<file path="src/rtl/wb_stage.sv">
// -----------------------------------------------------------------------------
// wb_stage -- writeback stage of the single-issue RV32 core.
//
// Takes one retiring instruction at a time from EXU (valid/ready handshake),
// waits for LSU read data on loads (aligning and sign/zero-extending it),
// then spends exactly one cycle in WRITE driving the register-file write
// port and a commit pulse. A busy mask of pending destination registers is
// kept for the decode-stage hazard check.
//
// Optional build macro: WB_STAGE_TRACE_EN
//   defined   -> $display trace of every WRITE cycle and every error cause
//   undefined -> no display code compiled; behaviour identical
//
// Ports:
//   clk, rst                 clock, synchronous active-high reset
//   in_valid / in_ready      EXU handshake
//   in_pc, in_rd, in_wen     retiring instruction PC, rd, write-enable
//   in_data                  ALU result, or effective address for loads
//   in_is_load, in_funct3    load flag and load type (LB/LH/LW/LBU/LHU)
//   lsu_rvalid, lsu_rdata    LSU read-data pulse and aligned 32-bit word
//   rf_wen/waddr/wdata       register-file write port
//   commit_valid, commit_pc  one-cycle retire pulse with PC
//   busy_mask                bit i set while a write to x[i] is pending
//   err                      sticky: misalign, bad funct3 or load timeout
// -----------------------------------------------------------------------------
module wb_stage #(
    parameter int ADDR_WIDTH   = 5,
    parameter int DATA_WIDTH   = 32,
    parameter int LOAD_TIMEOUT = 256
) (
    input  logic                  clk,
    input  logic                  rst,
    input  logic                  in_valid,
    output logic                  in_ready,
    input  logic [31:0]           in_pc,
    input  logic [ADDR_WIDTH-1:0] in_rd,
    input  logic                  in_wen,
    input  logic [DATA_WIDTH-1:0] in_data,
    input  logic                  in_is_load,
    input  logic [2:0]            in_funct3,
    input  logic                  lsu_rvalid,
    input  logic [31:0]           lsu_rdata,
    output logic                  rf_wen,
    output logic [ADDR_WIDTH-1:0] rf_waddr,
    output logic [DATA_WIDTH-1:0] rf_wdata,
    output logic                  commit_valid,
    output logic [31:0]           commit_pc,
    output logic [31:0]           busy_mask,
    output logic                  err
);

    localparam int CNT_W = $clog2(LOAD_TIMEOUT);

    typedef enum logic [1:0] {
        S_IDLE     = 2'd0,
        S_WAIT_MEM = 2'd1,
        S_WRITE    = 2'd2
    } state_t;

    // Error cause codes (only consumed by the trace build).
    localparam logic [1:0] CAUSE_NONE     = 2'd0;
    localparam logic [1:0] CAUSE_MISALIGN = 2'd1;
    localparam logic [1:0] CAUSE_FUNCT3   = 2'd2;
    localparam logic [1:0] CAUSE_TIMEOUT  = 2'd3;

    state_t                r_state;
    logic [CNT_W-1:0]      r_cnt;
    logic [31:0]           r_pc;
    logic [ADDR_WIDTH-1:0] r_rd;
    logic                  r_wen;
    logic [2:0]            r_f3;
    logic [1:0]            r_alo;

    logic                  r_rf_wen;
    logic [ADDR_WIDTH-1:0] r_rf_waddr;
    logic [DATA_WIDTH-1:0] r_rf_wdata;
    logic                  r_commit_valid;
    logic [31:0]           r_commit_pc;
    logic [31:0]           r_busy;
    logic                  r_err;

    state_t                w_state_nxt;
    logic [CNT_W-1:0]      w_cnt_nxt;
    logic                  w_accept;
    logic                  w_go_write;
    logic [31:0]           w_wr_pc;
    logic [ADDR_WIDTH-1:0] w_wr_rd;
    logic                  w_wr_wen;
    logic [DATA_WIDTH-1:0] w_wr_data;
    logic                  w_err_set;
    logic [1:0]            w_err_cause;
    logic [31:0]           w_busy_nxt;

    logic [7:0]            w_byte;
    logic [15:0]           w_half;
    logic [DATA_WIDTH-1:0] w_ext;
    logic [1:0]            w_ext_cause;

    assign w_accept = in_valid && (r_state != S_WAIT_MEM);

    // Load data extraction from the latched funct3 / address offset.
    always_comb begin
        w_ext       = '0;
        w_ext_cause = CAUSE_NONE;
        case (r_alo)
            2'd0:    w_byte = lsu_rdata[7:0];
            2'd1:    w_byte = lsu_rdata[15:8];
            2'd2:    w_byte = lsu_rdata[23:16];
            default: w_byte = lsu_rdata[31:24];
        endcase
        w_half = r_alo[1] ? lsu_rdata[31:16] : lsu_rdata[15:0];
        case (r_f3)
            3'd0: w_ext = DATA_WIDTH'($signed(w_byte));
            3'd4: w_ext = DATA_WIDTH'(w_byte);
            3'd1: begin
                if (r_alo[0]) w_ext_cause = CAUSE_MISALIGN;
                else          w_ext = DATA_WIDTH'($signed(w_half));
            end
            3'd5: begin
                if (r_alo[0]) w_ext_cause = CAUSE_MISALIGN;
                else          w_ext = DATA_WIDTH'(w_half);
            end
            3'd2: begin
                if (r_alo != 2'd0) w_ext_cause = CAUSE_MISALIGN;
                else               w_ext = DATA_WIDTH'(lsu_rdata);
            end
            default: w_ext_cause = CAUSE_FUNCT3;
        endcase
    end

    // Next state and the values that will be presented during WRITE.
    always_comb begin
        w_state_nxt = r_state;
        w_cnt_nxt   = r_cnt;
        w_go_write  = 1'b0;
        w_wr_pc     = r_pc;
        w_wr_rd     = r_rd;
        w_wr_wen    = r_wen;
        w_wr_data   = '0;
        w_err_set   = 1'b0;
        w_err_cause = CAUSE_NONE;
        case (r_state)
            S_WAIT_MEM: begin
                if (lsu_rvalid) begin
                    w_state_nxt = S_WRITE;
                    w_go_write  = 1'b1;
                    w_wr_data   = w_ext;
                    w_err_cause = w_ext_cause;
                    w_err_set   = (w_ext_cause != CAUSE_NONE);
                end else if (r_cnt == CNT_W'(LOAD_TIMEOUT - 1)) begin
                    w_state_nxt = S_WRITE;
                    w_go_write  = 1'b1;
                    w_err_set   = 1'b1;
                    w_err_cause = CAUSE_TIMEOUT;
                end else begin
                    w_cnt_nxt = r_cnt + CNT_W'(1);
                end
            end
            default: begin
                // IDLE and WRITE both accept; WRITE falls back to IDLE if idle.
                if (w_accept) begin
                    if (in_is_load) begin
                        w_state_nxt = S_WAIT_MEM;
                        w_cnt_nxt   = '0;
                    end else begin
                        w_state_nxt = S_WRITE;
                        w_go_write  = 1'b1;
                        w_wr_pc     = in_pc;
                        w_wr_rd     = in_rd;
                        w_wr_wen    = in_wen;
                        w_wr_data   = in_data;
                    end
                end else begin
                    w_state_nxt = S_IDLE;
                end
            end
        endcase
    end

    // Clear the retiring register first so a same-edge set wins.
    always_comb begin
        w_busy_nxt = r_busy;
        if (r_state == S_WRITE && r_rf_wen)
            w_busy_nxt[r_rf_waddr] = 1'b0;
        if (w_accept && in_wen && in_rd != '0)
            w_busy_nxt[in_rd] = 1'b1;
        w_busy_nxt[0] = 1'b0;
    end

    always_ff @(posedge clk) begin
        if (rst) begin
            r_state        <= S_IDLE;
            r_cnt          <= '0;
            r_rf_wen       <= 1'b0;
            r_rf_waddr     <= '0;
            r_rf_wdata     <= '0;
            r_commit_valid <= 1'b0;
            r_commit_pc    <= '0;
            r_busy         <= '0;
            r_err          <= 1'b0;
        end else begin
            r_state        <= w_state_nxt;
            r_cnt          <= w_cnt_nxt;
            r_rf_wen       <= w_go_write && w_wr_wen && (w_wr_rd != '0);
            r_commit_valid <= w_go_write;
            if (w_go_write) begin
                r_rf_waddr  <= w_wr_rd;
                r_rf_wdata  <= w_wr_data;
                r_commit_pc <= w_wr_pc;
            end
            r_busy <= w_busy_nxt;
            r_err  <= r_err | w_err_set;
        end
    end

    // Instruction fields; no reset needed, they are only read after an accept.
    always_ff @(posedge clk) begin
        if (w_accept) begin
            r_pc  <= in_pc;
            r_rd  <= in_rd;
            r_wen <= in_wen;
            r_f3  <= in_funct3;
            r_alo <= in_data[1:0];
        end
    end

    assign in_ready     = (r_state != S_WAIT_MEM);
    assign rf_wen       = r_rf_wen;
    assign rf_waddr     = r_rf_waddr;
    assign rf_wdata     = r_rf_wdata;
    assign commit_valid = r_commit_valid;
    assign commit_pc    = r_commit_pc;
    assign busy_mask    = r_busy;
    assign err          = r_err;

`ifdef WB_STAGE_TRACE_EN
    always @(posedge clk) begin
        if (!rst && r_state == S_WRITE)
            $display("[%0t] wb commit pc=%08h rd=%0d wdata=%08h rf_write=%0d",
                     $time, r_commit_pc, r_rf_waddr, r_rf_wdata, r_rf_wen);
        if (!rst && w_err_set) begin
            case (w_err_cause)
                CAUSE_MISALIGN: $display("[%0t] wb err: misaligned load", $time);
                CAUSE_FUNCT3:   $display("[%0t] wb err: bad load funct3", $time);
                default:        $display("[%0t] wb err: load timeout", $time);
            endcase
        end
    end
`else
    // Trace disabled: nothing extra is built.
`endif

endmodule

</file>
<file path="config.mk">
export PLATFORM = sky130hd
export DESIGN_NAME = wb_stage
export DESIGN_NICKNAME = d
export VERILOG_FILES = /design/src/rtl/wb_stage.sv
export SDC_FILE = /design/constraint.sdc
export NUM_CORES = 1
export LEC_CHECK = 0
export CAP_MARGIN = 10
export CORE_UTILIZATION = 51
export DETAILED_ROUTE_END_ITERATION = 16
export PLACE_DENSITY = 0.85
export SYNTH_ARGS = -nofsm -noshare
export SYNTH_HDL_FRONTEND = slang
export SYNTH_SLANG_ARGS = --single-unit
</file>
<file path="constraint.sdc">
create_clock -name clk -period 8.5 [get_ports clk]
set_input_delay 0.85 -clock clk [delete_from_list [all_inputs] [get_ports clk]]
set_output_delay 0.85 -clock clk [all_outputs]
set_load 0.02 [all_outputs]
</file>
# Word level (Yosys, flattened, before mapping)
# Cells that the tools add are included.
# W data, S select, Z words.
# op_classes
n_addsub,1
order_cmp,4
n_eq_ne,13
muxes,45
bitwise_logic,4
n_reduce_logical,19
# op_table
op,count
$mux W32,11
$pmux W32 S5,1
$mux W8,5
$and A32 B32 Y32,1
$mux W16,2
$not A32 Y32,1
$or A32 B32 Y32,1
$pmux W8 S3,1
$mux W5,3
$mux W1,14
$lt A5 B6 Y1 const B,2
$demux W1 S5,2
$ge A5 B1 Y1 const B,2
$mux W2,5
$reduce_bool A5 Y1,2
$add A8 B1 Y8 const B,1
$eq A8 B8 Y1 const B,1
$logic_and A1 B1 Y1,8
$reduce_bool A2 Y1,4
$eq A3 B3 Y1 const B,2
$pmux W2 S3,1
$eq A2 B1 Y1 const B,2
$eq A2 B2 Y1 const B,2
$ne A2 B2 Y1 const B,2
other kinds (9),10
# word_totals
regBits,157
in_bits,110
out_inout_bits,105
word_cells,101

# Logic depth before layout (Yosys ltp)
# logic_depth
ltp_word,9
depth_mapped,8
mapped_depth_nobuf,5

# Worst setup path before layout
# No wires, ideal clock.
# synth_path
kind,input-to-reg
from,in in_valid
to,reg r_alo[0] (enable)
setup_time_ps,444
arrival_time_ps,2751
t_required_ps,8056
setup_slack_ps,5305
stages,2
n_path_buf,0
cell_sequence,inv_1 -> nor2_1
# synth_via
elab_chain_cells,1
# synth_lines
element,line_no,rtl
start: declaration,33,"input logic in_valid,"
$logic_and A1 B1 Y1,99,assign w_accept = in_valid && (r_state != S_WAIT_MEM);
end signal: assignment,223,r_alo <= in_data[1:0];
end: declaration,72,logic [1:0] r_alo;
# No other way between the ends.
# A chain may end at the register's enable or synchronous reset.

# Final worst setup path
# layout_path
from,reg r_state[0]
to,out in_ready
# layout_via
elab_chain_cells,1
# layout_lines
element,line_no,rtl
start: declaration,66,state_t r_state;
start signal: assignment,202,r_state <= w_state_nxt;
$ne A2 B1 Y1,227,assign in_ready = (r_state != S_WAIT_MEM);
end: declaration,34,"output logic in_ready,"
# No other way between the ends.

==> impl_metrics.json <==
{
  "cts-root-buf": "clkbuf_16",
  "drive_above_1_share": 0.0572,
  "reg2reg_from": "r_state[0]$_SDFFE_PP0P_",
  "fin_worst_skew_ns": 0.00751,
  "required_ns": 7.65,
  "portBuffers": 213,
  "final-max-slew-violation-count": 0,
  "worst_pin_slew_ns": 1.14,
  "r2r_end": "commit_pc[18]$_SDFFE_PP0P_",
  "synth_simple_gate_area_frac": 0.171,
  "htreeDepth": 4,
  "cts_resized": 0,
  "holdWs_ns": 0.479,
  "post_drt_via_cell_ratio": 6.27,
  "timing.final.crit_share": 0.436,
  "syn_area_per_cell_sq_um": 8.97,
  "design_area_sq_um": 10100,
  "irDropWorstVdd_uv": 147,
  "min_from": "busy_mask[14]$_SDFF_PP0_",
  "postCtsSetupRepairBufs": 0,
  "critPathCaptureType": "primary output",
  "async_flop_share": 0,
  "post-route-util": 0.722,
  "crit_end": "in_ready",
  "relSlewSlack": 0.242,
  "num_antenna_cells": 0,
  "synth_top_family_by_area": "compound AO/OA/AOI/OAI gates",
  "drt_pass1_iterations": 5,
  "postCtsHoldBufs": 0,
  "die-area_sq_um": 14800,
  "status": "completed",
  "grt_pass1_wl_um": 35400,
  "synth.area.mux_share": 0.0200,
  "reg2regPathDepth": 6,
  "path_max_fanout": 49,
  "min_period_ns": 3.70,
  "yosysWarnings": 0,
  "placed_cell_area_sq_um": 9460,
  "hp-class": "register to register",
  "final_nets": 1095,
  "antenna_found_initial": 0,
  "fmax_mhz": 270,
  "fin_tns_setup_ns": 0,
  "r2r_slack_ns": 4.83,
  "synthFlopType": "dfxtp_1",
  "drv.max_cap_violation_count": 0,
  "die_y_um": 122,
  "boundaryPins": 215,
  "vias": 7382,
  "synth_cell_types": 63,
  "area_delta_synth_final_pct": 37.5,
  "globalRouteOverflowTotal": 0,
  "first_global_vias": 6881,
  "crit_arrival_ns": 2.85,
  "grt_max_degree": 88,
  "setup_viol": 0,
  "crit_type": "register to primary output",
  "start_kind": "register",
  "synthesis.area_sq_um": 7310,
  "synth-seq-cells": 156,
  "dp.cells": 1145,
  "synth_cells": 815,
  "hold_viol": 0,
  "place_congestion": 0.881,
  "core-area_sq_um": 13900,
  "clock-sinks": 156,
  "die_w_um": 122,
  "route.detailed.drc": 0,
  "cts_tree": "yes",
  "track_usage": 0.308,
  "yosysSeqAreaShare": 0.486,
  "insertion_delay_ns": 0.42,
  "cts_made_buffers": 17,
  "cts.clk_slew.worst_paths_ns": 0.06,
  "row_count": 43,
  "yosys.area_share.adder": 0.00171,
  "rsz0062_at_grt": "false",
  "drt_iter0_drc": 857,
  "synth_nets": 926,
  "synth-edff-count": 43,
  "synth_compound_gate_area_share": 0.272,
  "critPathLaunch": "r_state[0]$_SDFFE_PP0P_",
  "wl_um": 22500,
  "clk_path_buf_depth": 2,
  "wire_per_inst_um": 19.1,
  "start_util": 0.525,
  "hpwl_um": 14900,
  "synthXorXnorAreaFrac": 0.00120,
  "final_antenna_net_count": 0,
  "p_per_area_nw_per_um2": 190,
  "power.leakage_uw": 0.00346,
  "post_layout_nonfiller_instances": 1177
}
-- final cells by class --
type | instances | area (sq um)
Tap cell | 180 | 225
Fill cell | 1053 | 3880
Clock buffer | 19 | 443
Sequential cell | 156 | 3550
Multi-Input combinational cell | 578 | 3450
Clock inverter | 13 | 148
Inverter | 8 | 30.0
Timing Repair Buffer | 223 | 2200
-- worst min path at each step --
stage,end,depth (start not counted)
after floorplan,r_cnt[6]$_SDFFE_PP0P_,2
after global placement,rf_wdata[1]$_SDFFE_PP0P_,2
after detailed placement,busy_mask[15]$_SDFF_PP0_,2
after CTS,busy_mask[15]$_SDFF_PP0_,2
after global routing,busy_mask[25]$_SDFF_PP0_,2
final,busy_mask[14]$_SDFF_PP0_,2
-- kinds of logic (layout without fill, tap and decap cells) --
kind of cell	count (synthesis)	count (layout)
AND/OR/NAND/NOR	248	248
other	1	1
adder cells (fa/ha/maj)	1	1
XOR/XNOR	1	1
multiplexers	13	13
buffers and inverters	81	263
AO/OA/AOI/OAI	314	314
flip-flops	156	156
-- worst max-delay path, stage by stage (launching register included) --
cell	delay [ns]
dfxtp_1	0.41
nor2b_4	0.92
inv_1	0.45
clkdlybuf4s50_1	0.66
-- cells in the mapped netlist, drive strengths merged, types with 2 or more instances --
library cell | n | area share
o211ai | 5 | 0.0051
mux2i | 9 | 0.012
and3b | 2 | 0.0024
a22oi | 4 | 0.0060
dfxtp | 113 | 0.31
clkbuf | 45 | 0.023
a211oi | 2 | 0.0021
a21boi | 2 | 0.0021
and3 | 5 | 0.0043
nor2 | 18 | 0.0096
or3b | 2 | 0.0024
a21oi | 119 | 0.081
nand2 | 119 | 0.061
nor3 | 5 | 0.0041
a31oi | 4 | 0.0034
o21ai | 83 | 0.057
a211o | 20 | 0.024
inv | 8 | 0.0041
nor3b | 7 | 0.0079
a311oi | 38 | 0.046
o21a | 4 | 0.0041
o221ai | 3 | 0.0036
nand3 | 35 | 0.024
and4b | 6 | 0.0082
nand4b | 9 | 0.011
a221oi | 9 | 0.012
edfxtp | 43 | 0.18
o2111ai | 2 | 0.0024
buf | 28 | 0.021
nand4 | 3 | 0.0026
a221o | 5 | 0.0068
mux2 | 3 | 0.0046
nor2b | 5 | 0.0043
nand2b | 19 | 0.016
a222oi | 5 | 0.0068
nand3b | 4 | 0.0041
nor4 | 4 | 0.0034
-- layer usage --
layer / wire (um) / part of all wire / global-route usage
met1: 9320 / 0.41 / 0.412
met2: 10300 / 0.46 / 0.466
met4: 854 / 0.038 / 0.157
met5: 0 / 0 / 0
met3: 2010 / 0.089 / 0.0669
-- through the flow --
step / power, uW / setup slack [ns]
after floorplan: 1010 / 5.31
after detailed placement: 1160 / 4.59
after global placement: 1150 / 4.63
final: 1910 / 4.80
after CTS: 1910 / 4.79
after global routing: 1980 / 4.58
-- registers in the layout, indices dropped and copies added (netlist names) --
register	cells
r_wen	1
err	1
r_pc	32
r_cnt	8
r_state	2
busy_mask	31
rf_waddr	5
rf_wen	1
commit_valid	1
r_rd	5
commit_pc	32
rf_wdata	32
r_alo	2
r_f3	3
-- where the power goes --
| group | internal [uW] | switching [uW] | leakage (uW) |
|---|---|---|---|
| Combinational | 141 | 165 | 0.00182 |
| Sequential | 807 | 34.4 | 0.00134 |
| Clock | 466 | 298 | 0.000293 |
| Total | 1410 | 497 | 0.00346 |
-- cell usage in the layout, fill, tap and decap left out, types with 17 or more instances in the layout --
master / instances
o21ai_0: 83
nand2b_1: 18
a311oi_1: 38
a211o_1: 20
dfxtp_1: 113
a21oi_1: 119
edfxtp_1: 43
clkbuf_16: 17
nand3_1: 35
nand2_1: 119
clkdlybuf4s50_1: 212
No activity file was read; power rests on OpenSTA's default activity.
